--- config.mk ---
export PLATFORM = sky130hd
export DESIGN_NAME = powlib_dnfifo
export DESIGN_NICKNAME = d
export VERILOG_FILES = /design/src/rtl/powlib_dnfifo.sv
export SDC_FILE = /design/constraint.sdc
export NUM_CORES = 1
export LEC_CHECK = 0
export ABC_CLOCK_PERIOD_IN_PS = 5900
export CAP_MARGIN = 20
export CELL_PAD_IN_SITES_DETAIL_PLACEMENT = 1
export CELL_PAD_IN_SITES_GLOBAL_PLACEMENT = 1
export CORE_ASPECT_RATIO = 0.8
export CORE_MARGIN = 2
export CORE_UTILIZATION = 55
export DETAILED_ROUTE_END_ITERATION = 8
export DONT_BUFFER_PORTS = 1
export GPL_ROUTABILITY_DRIVEN = 0
export PLACE_DENSITY = 0.91
export SLEW_MARGIN = 20
export SYNTH_ARGS = -nofsm -noshare
export SYNTH_HDL_FRONTEND = slang
export SYNTH_SLANG_ARGS = --single-unit
--- constraint.sdc ---
create_clock -name clk -period 5.9 [get_ports clk]
set_input_delay 1.18 -clock clk [delete_from_list [all_inputs] [get_ports clk]]
set_output_delay 1.18 -clock clk [all_outputs]
set_load 0.005 [all_outputs]
--- src/rtl/powlib_dnfifo.sv ---
// Downsizing FIFO: buffers W*MULT-bit words and emits them as MULT W-bit slices, LS slice first.
// Optional rdlast output is enabled by defining POWLIB_DNFIFO_RDLAST_EN.
module powlib_dnfifo #(
  parameter int W    = 16,
  parameter int MULT = 3,
  parameter int D    = 4,
  parameter     ID   = "DNFIFO",
  parameter int EDBG = 0
) (
  input  logic              clk,
  input  logic              rst,
  input  logic [W*MULT-1:0] wrdata,
  input  logic              wrvld,
  output logic              wrrdy,
  output logic [W-1:0]      rddata,
  output logic              rdvld,
  input  logic              rdrdy
`ifdef POWLIB_DNFIFO_RDLAST_EN
  ,
  output logic              rdlast
`endif
);

  localparam int AW      = $clog2(D);
  localparam int CW      = (MULT > 1) ? $clog2(MULT) : 1;
  localparam int ID_BITS = $bits(ID);

  typedef enum logic {IDLE, SHIFT} state_t;

  state_t              state;
  logic [W*MULT-1:0]   mem [D];
  logic [W*MULT-1:0]   sreg;
  logic [AW:0]         wrptr, rdptr, wrptr_nxt, rdptr_nxt;
  logic [CW-1:0]       cnt;
  logic                empty, full_nxt, last, push, pop_slice, load;

  // Debug tracing lives in simulation-side monitors; this block only keeps the knobs elaborated.
  if (EDBG != 0 && ID_BITS > 0) begin : g_edbg
  end

  assign empty     = (wrptr == rdptr);
  assign last      = (cnt == CW'(MULT - 1));
  assign push      = wrvld & wrrdy;
  assign pop_slice = rdvld & rdrdy;
  // Reload only from words already in the buffer before this edge, so no write bypass.
  assign load      = !empty & ((state == IDLE) | (pop_slice & last));
  assign wrptr_nxt = wrptr + {{AW{1'b0}}, push};
  assign rdptr_nxt = rdptr + {{AW{1'b0}}, load};
  assign full_nxt  = (wrptr_nxt[AW] != rdptr_nxt[AW]) &&
                     (wrptr_nxt[AW-1:0] == rdptr_nxt[AW-1:0]);

  always_ff @(posedge clk) begin
    if (push) mem[wrptr[AW-1:0]] <= wrdata;
  end

  always_ff @(posedge clk or posedge rst) begin
    if (rst) begin
      wrptr <= '0;
      rdptr <= '0;
      wrrdy <= 1'b0;
      state <= IDLE;
      cnt   <= '0;
      sreg  <= '0;
    end else begin
      wrptr <= wrptr_nxt;
      rdptr <= rdptr_nxt;
      wrrdy <= !full_nxt;
      if (load) begin
        state <= SHIFT;
        sreg  <= mem[rdptr[AW-1:0]];
        cnt   <= '0;
      end else if (pop_slice) begin
        if (last) begin
          state <= IDLE;
        end else begin
          cnt  <= cnt + 1'b1;
          sreg <= sreg >> W;
        end
      end
    end
  end

  assign rdvld  = (state == SHIFT);
  assign rddata = sreg[W-1:0];

`ifdef POWLIB_DNFIFO_RDLAST_EN
  assign rdlast = rdvld & last;
`endif

endmodule

==> metrics <==
arrival time at the worst endpoint 3.79 ns; leakage power between 3 and 4 nW; register area share after synthesis 76.27%; met1 wire length 7420 µm; Crit path required time 6.28 ns; largest net degree at the start of global routing 59; Max-Cap Viols 0; crit share post-route 57.77%; vias approximately 4,400; PostCTS Resize Cnt 0; GRT Residual Overflow 0; synthesized netlist cell count roughly 480; run status completed; core area between 15,000 and 20,000 µm²; Finish-stage setup viols 0; Post-DP HPWL 12,620 µm; DIE AREA 18,280 µm²; Ant. Diodes 0; number of buffers created by CTS 24; clk root buf clkbuf_16; cts hold-fix bufs 0; crit path max fanout 30; die width 150.7 µm; post-synthesis area per instance between 15 and 20 µm²; warnings from Yosys 0; most frequent cells in the layout edfxtp_1 (192), dfrtp_1 (56), mux4_2 (48); Synthesized Nets roughly 530; Cell Rows 42; Met3 Wirelength 1615 µm; Mapped Area approximately 9500 µm²; Yosys cell types 26; Starting Density 56.63%; Final Hold Viols 0; DP Cell Count 664; number of remaining DRC errors 0; layout cells sized above 1 between 20% and 30%; slew margin rel. 31.16%; DR WL/cell 28.04 µm; Hold Crit Class register to register; Seq cells post-synth 250; insertion delay to the later sink of the worst-skew pair approximately 0.51 ns; setup tns final 0 ns; drt first pass iters 4; CTS tree built; commonest non-fill, non-tap cell in the layout edfxtp_1; critical path endpoint category register; Clock transition at path regs around 0.060 ns; Post-Layout Cell Count 707; crit path time final around 3.4 ns; via/cell ratio 6.235; IO Count 70; Slew @ Worst Pin about 1.0 ns; Slew Limit Fails 0; fin nets 528; PD cells 521.8 nW/µm²; DR WL met2 10,440 µm; DP Worst Slack roughly 2.2 ns; final setup margin 2.492 ns; H-tree lvl count 1; vias in the first global route 4,962; Fmax 0.2934 GHz; Layout area overhead 9.586%; Die Span Y roughly 120 µm; kind of critical path register to register; CTS Buffer Depth 3; clk sink count 250; gr usage total between 20% and 30%; CP Launch Type register; Worst VDD drop between 0.0003 and 0.0004 V; post-CTS setup buffers 0; DR top layer met4; Setup Skew about 0.013 ns; first-pass GRT wire length 30,300 µm; Antenna Violating Nets Remaining 0; DRT iter0 DRCs approximately 260; port bufs 0; Post-Route WL 19,820 µm; antenna violations before repair 0; RSZ-0062 raised after global routing no
## flip-flops by register name, indices dropped and copies added (netlist names)
register and count:
cnt 2, sreg 48, wrptr 3, mem 192
wrrdy 1, rdvld 1, rdptr 3
## routing by layer
metal  up-vias  GRT usage [%]
li1       1905              -
met1      2320          29.45
met2       152          39.49
met3        31          6.278
met4         0          5.257
met5         -              0
## stage by stage
stage          utilization [%]  hold slack, ns  instance area [µm²]  power, mW
3_3_place_gp             57.43          0.4580                 9597      3.833
3_5_place_dp             57.43          0.4799                 9597      3.973
2_1_floorplan                -          0.4444                 9463      3.591
4_1_cts                  62.01          0.5090                10360      5.476
5_1_grt                  62.05          0.5287                10370      5.663
6_report                 62.05          0.5058                10370      5.411
## cell type report
type                    count  area (µm²)
repair buffers             12       90.09
flip-flops and latches    250        7222
clock inverters             8       86.33
multi-input cells         179        2002
well taps                 220       275.3
inverters                   4       15.01
fillers                  1373        6341
clock buffers              34       679.4
## worst paths after layout
path                               start        to  slack [ns]  depth (start not counted)
worst min register to register  sreg[37]  sreg[37]        0.51                          1
min in group asynchronous            rst  sreg[11]        0.77                          2
worst max-delay path            wrptr[0]     wrrdy        2.49                          9
worst min-delay path            sreg[37]  sreg[37]        0.51                          1
worst max register to register  wrptr[0]     wrrdy        2.49                          9
max in group asynchronous            rst  rdptr[0]        4.54                          2
## report_power, final
part / switching [mW] / leakage, nW / internal (mW)
sequential: 0.205 / 2.51 / 2.35
combinational: 0.781 / 0.774 / 0.590
clock: 0.601 / 0.375 / 0.884
total: 1.59 / 3.66 / 3.82
## cell usage after synthesis
cell type | instances | area share (%)
inv_1 | 4 | 0.16
mux4_2 | 48 | 11
nand2_1 | 24 | 0.95
o22ai_1 | 19 | 1.3
or3_1 | 1 | 0.066
a21bo_2 | 1 | 0.11
nor3_1 | 2 | 0.11
nand2b_1 | 2 | 0.13
buf_1 | 2 | 0.079
o41ai_4 | 1 | 0.29
xnor2_1 | 1 | 0.093
dfrtp_1 | 58 | 15
clkbuf_1 | 12 | 0.48
nor3b_1 | 2 | 0.16
buf_2 | 8 | 0.42
buf_4 | 21 | 1.7
a22o_1 | 16 | 1.5
and3_1 | 14 | 0.93
nor2b_1 | 1 | 0.066
a221o_1 | 13 | 1.4
o31ai_1 | 1 | 0.079
o21ai_0 | 19 | 1.0
ha_1 | 5 | 0.66
o21ai_1 | 2 | 0.11
edfxtp_1 | 192 | 61
xor2_1 | 7 | 0.65
## kinds of logic after synthesis
family,synth area share (%)
multiplexers,11.42
buffers and inverters,2.803
flip-flops,76.27
XOR/XNOR,0.7405
AO/OA/AOI/OAI,5.699
adder cells (fa/ha/maj),0.6611
AND/OR/NAND/NOR,2.406
## critical path, stage by stage, from the launching register on
cell and delay, ns:
dfrtp_1 0.47, xor2_1 0.46, o31ai_2 0.14, buf_4 0.23
inv_1 0.75, ha_1 0.30, ha_1 0.16, xor2_1 0.25
xnor2_1 0.12, or3_1 0.39
Power figures use the tool's default switching activity.
